`config.mk`:
```
export PLATFORM = sky130hd
export DESIGN_NAME = vr_skid_pipe
export DESIGN_NICKNAME = d
export VERILOG_FILES = /design/src/rtl/vr_skid_pipe.sv
export SDC_FILE = /design/constraint.sdc
export NUM_CORES = 1
export LEC_CHECK = 0
export ABC_AREA = 1
export CORE_ASPECT_RATIO = 1.75
export CORE_MARGIN = 2
export CORE_UTILIZATION = 55
export CTS_BUF_LIST = sky130_fd_sc_hd__clkbuf_4 sky130_fd_sc_hd__clkbuf_8 sky130_fd_sc_hd__clkbuf_16
export CTS_CLUSTER_DIAMETER = 30
export DETAILED_ROUTE_END_ITERATION = 6
export GPL_TIMING_DRIVEN = 1
export PLACE_DENSITY = 0.88
export RECOVER_POWER = 50
export SLEW_MARGIN = 30
export SYNTH_ARGS = -nofsm -noshare
export SYNTH_HDL_FRONTEND = slang
export SYNTH_HIERARCHICAL = 1
export SYNTH_SLANG_ARGS = --single-unit
```
`constraint.sdc`:
```
create_clock -name clk -period 4.45 [get_ports clk]
set_input_delay 0.89 -clock clk [delete_from_list [all_inputs] [get_ports clk]]
set_output_delay 0.89 -clock clk [all_outputs]
set_load 0.005 [all_outputs]
```
`src/rtl/vr_skid_pipe.sv`:
```
// vr_skid_pipe: valid/ready pipeline built from STAGES cascaded skid-buffer
// stages. Every stage registers both data and ready, so in_ready never
// depends combinationally on out_ready. Full throughput, capacity 2*STAGES.
//
// Parameters:
//   WIDTH   payload width (>=1)
//   STAGES  number of cascaded skid stages (>=1)
//
// Ports:
//   clk, rst_n          clock (posedge), async active-low reset
//   flush               synchronous flush, discards all buffered words
//   in_valid/in_ready   upstream handshake, wdata payload
//   out_valid/out_ready downstream handshake, rdata payload
//   occ                 entry count (only with VR_SKID_PIPE_OCC_EN defined)
//
// Optional feature macro: VR_SKID_PIPE_OCC_EN adds the registered occ port.

// One skid stage: main register feeds the output, skid register catches the
// word that arrives in the cycle downstream stalls.
module vr_skid_stage #(
   parameter int WIDTH = 32
) (
   input  logic             clk,
   input  logic             rst_n,
   input  logic             flush,
   input  logic             din_valid,
   output logic             din_ready,
   input  logic [WIDTH-1:0] din,
   output logic             dout_valid,
   input  logic             dout_ready,
   output logic [WIDTH-1:0] dout
);
   // state[0] is m_valid, state[1] is s_valid
   typedef enum logic [1:0] {
      EMPTY = 2'b00,
      BUSY  = 2'b01,
      FULL  = 2'b11
   } state_t;

   state_t           state;
   logic [WIDTH-1:0] m_data;
   logic [WIDTH-1:0] s_data;
   logic             m_valid;
   logic             s_valid;
   logic             in_fire;
   logic             out_fire;

   assign m_valid    = state[0];
   assign s_valid    = state[1];
   assign din_ready  = ~s_valid;
   assign dout_valid = m_valid;
   assign dout       = m_data;
   assign in_fire    = din_valid & ~s_valid;
   assign out_fire   = m_valid & dout_ready;

   always_ff @(posedge clk or negedge rst_n) begin
      if (!rst_n) begin
         state  <= EMPTY;
         m_data <= '0;
         s_data <= '0;
      end else if (flush) begin
         // data registers intentionally keep their contents
         state <= EMPTY;
      end else begin
         case (state)
            EMPTY: if (in_fire) begin
               state  <= BUSY;
               m_data <= din;
            end
            BUSY: case ({in_fire, out_fire})
               2'b11: m_data <= din;
               2'b10: begin
                  state  <= FULL;
                  s_data <= din;
               end
               2'b01: state <= EMPTY;
               default: ;
            endcase
            FULL: if (out_fire) begin
               state  <= BUSY;
               m_data <= s_data;
            end
            default: state <= EMPTY;
         endcase
      end
   end

   a_no_skid_without_main: assert property (@(posedge clk) disable iff (!rst_n)
      !(s_valid && !m_valid));
endmodule

module vr_skid_pipe #(
   parameter int WIDTH  = 32,
   parameter int STAGES = 2
) (
   input  logic             clk,
   input  logic             rst_n,
   input  logic             flush,
   input  logic             in_valid,
   output logic             in_ready,
   input  logic [WIDTH-1:0] wdata,
   output logic             out_valid,
   input  logic             out_ready,
   output logic [WIDTH-1:0] rdata
`ifdef VR_SKID_PIPE_OCC_EN
   ,
   output logic [$clog2(2*STAGES+1)-1:0] occ
`endif
);
   if (STAGES < 1) begin : g_bad_stages
      $error("vr_skid_pipe: STAGES must be >= 1");
   end

   // Link k connects stage k-1 output to stage k input.
   logic [STAGES:0]            vld;
   logic [STAGES:0]            rdy;
   logic [STAGES:0][WIDTH-1:0] dat;

   assign vld[0]      = in_valid;
   assign dat[0]      = wdata;
   assign rdy[STAGES] = out_ready;

   for (genvar g = 0; g < STAGES; g++) begin : g_stage
      vr_skid_stage #(.WIDTH(WIDTH)) u_stage (
         .clk       (clk),
         .rst_n     (rst_n),
         .flush     (flush),
         .din_valid (vld[g]),
         .din_ready (rdy[g]),
         .din       (dat[g]),
         .dout_valid(vld[g+1]),
         .dout_ready(rdy[g+1]),
         .dout      (dat[g+1])
      );
   end

   // Stage 0 ready is a flop; flush only masks it so nothing is taken in
   // the flush cycle.
   assign in_ready  = rdy[0] & ~flush;
   assign out_valid = vld[STAGES];
   assign rdata     = dat[STAGES];

`ifdef VR_SKID_PIPE_OCC_EN
   localparam int OCC_W = $clog2(2*STAGES+1);
   logic in_fire;
   logic out_fire;

   assign in_fire  = in_valid & in_ready;
   assign out_fire = out_valid & out_ready;

   always_ff @(posedge clk or negedge rst_n) begin
      if (!rst_n) begin
         occ <= '0;
      end else if (flush) begin
         occ <= '0;
      end else begin
         case ({in_fire, out_fire})
            2'b10:   occ <= occ + OCC_W'(1);
            2'b01:   occ <= occ - OCC_W'(1);
            default: ;
         endcase
      end
   end
`endif
endmodule

```
==> results of run 1 <==
[power by group through the flow]
stage	clock, uW	sequential, uW	combinational [uW]
floorplan	0	2040	1360
global placement	0	2070	1710
detailed placement	0	2110	1820
CTS	1400	2100	1860
global route	1460	2160	2050
finish	1380	2100	1820
[state kept, by name, summed over array words and instances (netlist names)]
register and flops:
g_stage.u_stage/s_data 64, g_stage.u_stage/dout 64, g_stage.u_stage/state 4
[cell families (layout without fill, tap and decap cells)]
group,after synthesis,after routing,synth area share (%)
compound gates,194,194,19.4
fa+ha+maj,8,8,1.60
flops,132,132,52.7
buf+inv,117,187,8.68
simple gates,233,233,17.6
[tightest hold or removal path, stage by stage, from the launching register on]
cell and delay [ns]:
dfrtp_1 0.35, nand2_2 0.06, o21ai_2 0.04
[area by class of cell]
| type | count | share of cell area [%] |
|---|---|---|
| Clock buffer | 24 | 6.69 |
| Timing Repair Buffer | 74 | 9.65 |
| Inverter | 81 | 4.04 |
| Sequential cell | 132 | 43.9 |
| Multi-Input combinational cell | 435 | 32.2 |
| Tap cell | 132 | 2.20 |
| Clock inverter | 8 | 1.31 |
[cells in the mapped netlist, drive strengths merged]
cell and n:
nand4 4, nand3 12, nor2 3, o21ai 194, clkbuf 12, nand2 214
dfrtp 132, ha 8, inv 81, buf 24
[final timing paths]
path                                             start                     endpoint
max in group asynchronous                        rst_n  g_stage[0].u_stage/dout[25]
min in group asynchronous                        rst_n  g_stage[0].u_stage/state[1]
setup reg to reg           g_stage[0].u_stage/state[0]  g_stage[0].u_stage/dout[30]
hold reg to reg            g_stage[1].u_stage/dout[19]  g_stage[1].u_stage/dout[19]
setup / recovery                                 flush                     in_ready
hold / removal             g_stage[1].u_stage/dout[19]  g_stage[1].u_stage/dout[19]
[routing by layer]
metal	vias to the layer above	global-route usage [%]
met5	-	0
met2	154	33.7
met4	0	11.3
li1	2301	-
met3	33	5.29
met1	2231	27.1
[metrics by stage]
step	utilization [%]	worst slack, ns	power, uW	hold slack, ns	instance area (sq um)
2_1_floorplan	-	2.58	3400	0.454	6270
3_3_place_gp	62.3	1.55	3770	0.466	6920
3_5_place_dp	62.3	1.55	3930	0.472	6920
4_1_cts	67.8	1.55	5360	0.487	7520
5_1_grt	67.7	1.51	5670	0.501	7520
6_report	67.7	1.54	5300	0.480	7520
==> metrics.md, run 1 <==
| Metric | Value |
|---|---|
| Outcome | finished with violations |
| Violated checks | max-capacitance violations, max-slew violations |
| Tightest Pin Transition | 1.97 ns |
| WL/cell | 13.8 um |
| Cells after Synth | 684 |
| Cell variety after synth | 17 |
| Crit. path cell count | 3 |
| Root Buffer | clkbuf_16 |
| Die X | 84.7 um |
| CTS resizes | 0 |
| Worst path required time | 3.56 ns |
| Fillers | 832 |
| Net count after synthesis | 729 |
| Vias per inst | 5.33 |
| Die height | 145 um |
| Max incr delay on CP | 0.50 ns |
| 1st-iter DRT viols | 397 |
| DR top layer | met4 |
| CORE AREA | 11,100 sq um |
| CTS tree | built |
| Internal reg-to-reg setup slack | 2.30 ns |
| CP most frequent cell | clkdlybuf4s50_1 |
| Number of setup buffers added after CTS | 0 |
| Register area | 3300 sq um |
| CP max FO | 5 |
| N_diodes | 0 |
| Fmax | 344 MHz |
| Die ar. | 12,300 sq um |
| Clock sinks | 132 |
| Clk slew on worst S/H paths | 0.05 ns |
| Critical Path Start Type | primary input |
| Grt total ovfl | 0 |
| Worst IR drop on VDD | 0.478 mV |
| Placer Congestion | 0.783 |
| Post-Layout Cell Count | 886 |
| Critical path, cell by cell | clkdlybuf4s50_1 > nor2_2 > clkdlybuf4s50_1 |
| First-pass GRT wire length | 21.4 mm |
| Worst-Skew Late Latency | 0.42 ns |
| Port buffer count | 70 |
| CP Buf/Inv Count | 2 |
| Synth area leader | dfrtp_1 |
| CP max-delay cell | clkdlybuf4s50_1 |
| Post-synthesis register bit count | 132 |
| Detail Route met2 WL | 6.32 mm |
| DRT met1 WL | 5.04 mm |
| Nets | 786 |
| Clock Tree Buf Depth | 2 |
| Number of global-route vias before repair | 4,664 |
| Max cap viols | 1 |
| Internal | 3430 uW |
| CP arrival | 2.02 ns |
| Final setup vio count | 0 |
| Syn avg cell area | 9.16 sq um |
| Drc violations | 0 |
| RSZ-0062 raised after global routing | no |
| Period minus WS final | 2.91 ns |
| Critical setup path kind | primary input to output port |
| Pleak | 0.00376 uW |
| Largest net degree at the start of global routing | 81 |
| Placed instance count | 854 |
| Initial Util | 56.5% |
| Slew headroom | -31.3% |
| Slew Viols, Final | 81 |
| Area added between synthesis and finish | 19.9% |
| Cell Area, Synth | 6270 sq um |
| Clk network pwr share | 26.1% |
| Commonest non-fill, non-tap cell in the layout | nand2_1 |
| Most frequent cells in the layout | nand2_1 (155), dfrtp_1 (132), inv_1 (75) |
| Placed wire-length estimate | 8.07 mm |
| H-Tree Depth | 4 |
| Routed vias | 4,719 |
| Sequential Power Share | 39.6% |
| Synthesis Warnings | 6 |
| Hold Buf Count CTS | 0 |
| Num ports | 71 |
| Final wirelength | 12.3 mm |
| DRT Pass-1 Iters | 5 |
| DR WL met3 | 554 um |
| Psw | 1870 uW |
| Multi-input logic area | 2420 sq um |
| Final Hold Violating Endpoints | 0 |
| Share of cells above drive strength 1 | 22.9% |
| Post-synth top area share | 52.7% |
| CTS buffer count | 17 |
| Critical Path Sink Type | output port |
| Synth area leaders | dfrtp_1 (53%), nand2_1 (9.2%), o21ai_2 (9.2%) |
| Post-synthesis sequential area ratio | 52.7% |
| Power Density | 705 nW/um^2 |
| Setup tns final | 0 ns |
| Initial antenna violation count | 0 |
| Total GRT Usage | 21.4% |
| Sw Share | 35.2% |
| WHS Path Cells | 2 |
| Period utilisation layout | 65.4% |
| Site Rows | 51 |
| Worst Skew | 0.0117 ns |
| DRT antenna net count | 0 |
| CP delay by family, top | buffers and inverters |
| R2R depth | 9 |
| Worst hold path type | flop to flop |
| Comb power frac | 34.3% |
Power figures use the tool's default switching activity.
==> run 2, diff against run 1 <==
==> constraint.sdc (replaced) <==
create_clock -name clk -period 2.8 [get_ports clk]
set_input_delay 0.56 -clock clk [delete_from_list [all_inputs] [get_ports clk]]
set_output_delay 0.56 -clock clk [all_outputs]
set_load 0.005 [all_outputs]
==> metrics.md, run 2 (synthesis results as in run 1) <==
| Metric | Value |
|---|---|
| Outcome | finished clean |
| Initial Util | 56.5% (unchanged) |
| CP delay by family, top | buffers and inverters |
| RSZ-0062 raised after global routing | no |
| Die ar. | 12,300 sq um (unchanged) |
| Routed vias | 4,740 (+0.45%) |
| WL/cell | 13.7 um (-0.90%) |
| Setup tns final | 0 ns (unchanged) |
| Slew Viols, Final | 0 (-100%) |
| Period utilisation layout | 81.5% |
| Root Buffer | clkbuf_16 |
| Worst Skew | 0.00980 ns (-0.00193 ns) |
| CP max FO | 5 (unchanged) |
| Vias per inst | 5.35 (+0.45%) |
| Pleak | 0.00375 uW (-0.29%) |
| DRT antenna net count | 0 (unchanged) |
| Final core occ | 67.5% (-0.17 points) |
| Internal reg-to-reg setup slack | 0.64 ns (-1.66 ns) |
| 1st-iter DRT viols | 400 (+0.76%) |
| Area added between synthesis and finish | 19.6% |
| Die X | 84.7 um (unchanged) |
| Die height | 145 um (unchanged) |
| Num ports | 71 (unchanged) |
| Nets | 787 (+0.13%) |
| Slew headroom | 19.6% (+51 points) |
| DRT Pass-1 Iters | 5 (unchanged) |
| Port buffer count | 70 (unchanged) |
| Placed wire-length estimate | 8.10 mm (+0.33%) |
| First-pass GRT wire length | 21.1 mm (-1.4%) |
| CTS resizes | 0 (unchanged) |
| Tightest Pin Transition | 1.21 ns (-0.763 ns) |
| Critical Path Start Type | primary input |
| Max cap viols | 0 (-1) |
| Clock sinks | 132 (unchanged) |
| Critical path, cell by cell | clkdlybuf4s50_1 > nor2_2 > clkdlybuf4s50_1 |
| Setup Slack @ Placement | 0.376 ns (-1.17 ns) |
| Site Rows | 51 (unchanged) |
| Commonest non-fill, non-tap cell in the layout | nand2_1 |
| CTS tree | built |
| Critical Path Sink Type | output port |
| Power Density | 1110 nW/um^2 (+58%) |
| Fmax | 438 MHz |
| Worst-Skew Late Latency | 0.42 ns (about the same) |
| Post-route setup slack | 0.519 ns (-1.02 ns) |
| H-Tree Depth | 4 (unchanged) |
| Period minus WS final | 2.28 ns |
| Largest net degree at the start of global routing | 65 (-20%) |
| Overall Power | 8350 uW (+58%) |
| Critical path startpoint | flush |
| Clock Tree Buf Depth | 2 (unchanged) |
| Crit Reg-Reg Startpoint | g_stage[1].u_stage/state[1] |
| Most frequent cells in the layout | nand2_1 (154), dfrtp_1 (132), inv_1 (75) |
| CTS buffer count | 17 (unchanged) |
| Hold Worst Slack | 0.394 ns (-0.0857 ns) |
| CP max-delay cell | clkdlybuf4s50_1 |
| CORE AREA | 11,100 sq um (unchanged) |
| R2R depth | 7 (-2) |
| Setup crit end | in_ready |
| CP most frequent cell | clkdlybuf4s50_1 |
| Critical setup path kind | primary input to output port |
| Total GRT Usage | 21.1% (-0.36 points) |
| CP Buf/Inv Count | 2 (unchanged) |
| Share of cells above drive strength 1 | 22.8% (-0.13 points) |
| Worst path required time | 2.24 ns (-1.32 ns) |
| Drc violations | 0 (unchanged) |
| Grt total ovfl | 0 (unchanged) |
| Number of global-route vias before repair | 4,719 (+1.2%) |
| R2R Path End | g_stage[1].u_stage/dout[29] |
| Worst IR drop on VDD | 0.577 mV (+21%) |
| Worst hold path type | primary input to asynchronous set/reset pin |
| Final Hold Violating Endpoints | 0 (unchanged) |
| Final wirelength | 12.1 mm (-0.90%) |
| Max incr delay on CP | 0.51 ns (about the same) |
| Final setup vio count | 0 (unchanged) |
| N_diodes | 0 (unchanged) |
| CP arrival | 1.72 ns (-0.30 ns) |
| Initial antenna violation count | 0 (unchanged) |
| Crit. path cell count | 3 (unchanged) |
| Hold Buf Count CTS | 0 (unchanged) |
| Fillers | 833 (+0.12%) |
| Placer Congestion | 0.840 (+7.3%) |
| Clk slew on worst S/H paths | 0.05 ns (about the same) |
| Number of setup buffers added after CTS | 0 (unchanged) |
==> run 2: power breakdown <==
group | internal (uW) | total (uW) | switching (uW)
sequential | 2790 | 3340 | 546
clock | 1350 | 2120 | 768
combinational | 1250 | 2900 | 1650
total | 5390 | 8350 | 2960
==> run 2: cell type report <==
cell class / instances / area (sq um) / area share, %
clock inverters: 10 / 109 / 1.45
well taps: 132 / 165 / 2.20
inverters: 81 / 304 / 4.05
multi-input cells: 435 / 2420 / 32.3
repair buffers: 75 / 736 / 9.81
clock buffers: 21 / 462 / 6.16
flip-flops and latches: 132 / 3300 / 44.0
==> run 2: worst min-delay path by stage <==
stage | slack [ns] | end | start
finish | 0.39 | g_stage[0].u_stage/dout[2] | rst_n
global route | 0.50 | g_stage[0].u_stage/dout[5] | rst_n
CTS | 0.19 | g_stage[0].u_stage/dout[2] | rst_n
detailed placement | 0.47 | g_stage[1].u_stage/dout[28] | g_stage[1].u_stage/dout[28]
global placement | 0.47 | g_stage[1].u_stage/s_data[20] | g_stage[1].u_stage/s_data[20]
floorplan | 0.26 | g_stage[0].u_stage/dout[0] | rst_n
==> run 2: routing by layer <==
layer | track usage (%) | up-vias | share of wire [%]
li1 | - | 2297 | -
met1 | 27.0 | 2284 | 42
met2 | 32.8 | 124 | 51
met3 | 5.23 | 35 | 3.7
met4 | 11.0 | 0 | 3.4
met5 | 0 | - | 0
==> run 2: per-stage QoR <==
| step | instances | instance area [sq um] |
|---|---|---|
| 2_1_floorplan | 684 | 6270 |
| 3_3_place_gp | 855 | 6950 |
| 3_5_place_dp | 855 | 6950 |
| 4_1_cts | 886 | 7520 |
| 5_1_grt | 886 | 7500 |
| 6_report | 886 | 7500 |
==> run 3, diff against run 2 <==
--- a/config.mk
+++ b/config.mk
@@ -8,12 +8,12 @@
 export ABC_AREA = 1
 export CORE_ASPECT_RATIO = 1.75
 export CORE_MARGIN = 2
-export CORE_UTILIZATION = 55
+export CORE_UTILIZATION = 51
 export CTS_BUF_LIST = sky130_fd_sc_hd__clkbuf_4 sky130_fd_sc_hd__clkbuf_8 sky130_fd_sc_hd__clkbuf_16
 export CTS_CLUSTER_DIAMETER = 30
 export DETAILED_ROUTE_END_ITERATION = 6
 export GPL_TIMING_DRIVEN = 1
-export PLACE_DENSITY = 0.88
+export PLACE_DENSITY = 0.86
 export RECOVER_POWER = 50
 export SLEW_MARGIN = 30
 export SYNTH_ARGS = -nofsm -noshare
==> constraint.sdc (replaced) <==
create_clock -name clk -period 2 [get_ports clk]
set_input_delay 0.4 -clock clk [delete_from_list [all_inputs] [get_ports clk]]
set_output_delay 0.4 -clock clk [all_outputs]
set_load 0.005 [all_outputs]
==> metrics.md, run 3 (synthesis results as in run 1) <==
| Metric | Value |
|---|---|
| Placer Congestion | 0.782 (-6.8%) |
| Initial Util | 52.2% (-4.2 points) |
| H-Tree Depth | 4 (unchanged) |
| CP max-delay cell | clkdlybuf4s50_1 |
| Nets | 802 (+1.9%) |
| Slew headroom | 28.4% (+8.8 points) |
| WHS Path Cells | 2 |
| Period utilisation layout | 98.2% |
| Critical Path Sink Type | output port |
| Worst IR drop on VDD | 0.832 mV (+44%) |
| 1st-iter DRT viols | 380 (-5.0%) |
| Fillers | 925 (+11%) |
| Slew Viols, Final | 0 (unchanged) |
| Post-Layout Cell Count | 935 (+5.5%) |
| Multi-input logic area | 2420 sq um (-0.10%) |
| Pleak | 0.00385 uW (+2.7%) |
| CTS buffer count | 17 (unchanged) |
| Drc violations | 0 (unchanged) |
| Placed instance count | 898 (+5.0%) |
| Clk slew on worst S/H paths | 0.05 ns (about the same) |
| Critical path startpoint | g_stage[0].u_stage/state[1] |
| Final setup vio count | 0 (unchanged) |
| Vias per inst | 5.01 (-6.4%) |
| Routed vias | 4,684 (-1.2%) |
| N_diodes | 0 (unchanged) |
| Final wirelength | 12.4 mm (+1.9%) |
| Clock sinks | 132 (unchanged) |
| Port buffer count | 70 (unchanged) |
| Final Hold Violating Endpoints | 0 (unchanged) |
| Critical path, cell by cell | inv_2 > inv_1 > nor2_2 > clkdlybuf4s50_1 |
| Crit Reg-Reg Startpoint | g_stage[1].u_stage/state[0] |
| CORE AREA | 12,000 sq um (+8.1%) |
| Power Density | 1560 nW/um^2 (+40%) |
| Fmax | 509 MHz |
| Clock Tree Buf Depth | 2 (unchanged) |
| DRT antenna net count | 0 (unchanged) |
| Worst hold path type | flop to flop |
| Max incr delay on CP | 0.50 ns (about the same) |
| Initial antenna violation count | 0 (unchanged) |
| Largest net degree at the start of global routing | 70 (+7.7%) |
| Site Rows | 53 (+3.9%) |
| Tightest Pin Transition | 1.07 ns (-0.133 ns) |
| Critical Path Start Type | flop |
| Root Buffer | clkbuf_16 |
| CP max FO | 5 (unchanged) |
| Worst-Skew Late Latency | 0.41 ns (about the same) |
| Die ar. | 13,200 sq um (+7.5%) |
| Grt total ovfl | 0 (unchanged) |
| Area added between synthesis and finish | 24.3% |
| Worst path required time | 1.60 ns (-0.64 ns) |
| R2R depth | 7 (unchanged) |
| Share of cells above drive strength 1 | 23.6% (+0.82 points) |
| Total GRT Usage | 20.5% (-0.57 points) |
| CP delay by family, top | buffers and inverters |
| CP arrival | 1.56 ns (-0.16 ns) |
| CTS tree | built |
| CP Buf/Inv Count | 3 (+1) |
| Setup tns final | 0 ns (unchanged) |
| Num ports | 71 (unchanged) |
| Placed wire-length estimate | 8.29 mm (+2.4%) |
| WL/cell | 13.2 um (-3.5%) |
| Max cap viols | 0 (unchanged) |
| Most frequent cells in the layout | nand2_1 (155), dfrtp_1 (132), inv_1 (76) |
| Worst Skew | 0.00611 ns (-0.00369 ns) |
| Register area | 3300 sq um (unchanged) |
| Commonest non-fill, non-tap cell in the layout | nand2_1 |
| R2R Path End | g_stage[1].u_stage/dout[30] |
| Number of global-route vias before repair | 4,569 (-3.2%) |
| Die height | 151 um (+3.7%) |
| First-pass GRT wire length | 21.2 mm (+0.33%) |
| DRT Pass-1 Iters | 5 (unchanged) |
| Period minus WS final | 1.96 ns |
| Outcome | finished clean |
| Critical setup path kind | flop to output port |
| Worst hold start | g_stage[0].u_stage/s_data[5] |
| Internal reg-to-reg setup slack | 0.23 ns (-0.41 ns) |
| Overall Power | 12,200 uW (+46%) |
| Hold path endpoint | g_stage[0].u_stage/s_data[5] |
| Die X | 87.8 um (+3.7%) |
-- run 3: layout make-up --
cell class / count / share of cell area (%)
tap: 165 / 2.65
timing repair buffer: 90 / 11.8
sequential: 132 / 42.4
clock inverter: 12 / 2.28
multi-input combinational: 435 / 31.0
clock buffer: 20 / 5.91
inverter: 81 / 3.90
-- run 3: how the worst max path moves through the flow --
stage                                        to  slack, ns  depth (start not counted)
floorplan           g_stage[0].u_stage/dout[10]       0.50                          7
global placement                       in_ready       0.08                          3
detailed placement                     in_ready       0.08                          3
CTS                                    in_ready       0.01                          4
global route                           in_ready   -0.00009                          4
finish                                 in_ready       0.04                          4
-- run 3: repair_timing --
item / in CTS / in global routing
endpoints found under the hold margin: 14 / 0
gates resized for setup: 0 / 0
hold buffers: 1 / 0
setup buffers: 0 / 4
setup endpoints to repair: 0 / 1
-- run 3: worst register-to-register path, stage by stage, from the launching register on --
cell     delay [ns]
dfrtp_1        0.47
inv_1          0.11
ha_1           0.20
nor2_1         0.29
nand3_4        0.11
buf_12         0.22
nand2_1        0.18
o21ai_2        0.06
-- run 3: layer usage --
layer	part of all wire, %	vias to the layer above	global-route usage [%]
li1	-	2336	-
met1	42	2212	25.2
met2	53	114	34.3
met3	3.3	22	4.55
met4	2.1	0	8.54
met5	0	-	0
-- run 3: power breakdown --
part	leakage, uW	internal (uW)	switching [uW]
sequential	0.00168	3900	770
combinational	0.00186	1870	2350
clock	0.000314	2170	1100
-- run 3: per-stage QoR --
| stage | util [%] | hold WS (ns) | setup slack, ns | instance area [sq um] |
|---|---|---|---|---|
| floorplan | - | 0.104 | 0.496 | 6270 |
| global placement | 59.5 | 0.284 | 0.0835 | 7150 |
| detailed placement | 59.5 | 0.290 | 0.0788 | 7150 |
| CTS | 64.9 | 0.402 | 0.0102 | 7790 |
| global route | 64.9 | 0.504 | -0.0000873 | 7790 |
| finish | 64.9 | 0.481 | 0.0360 | 7790 |
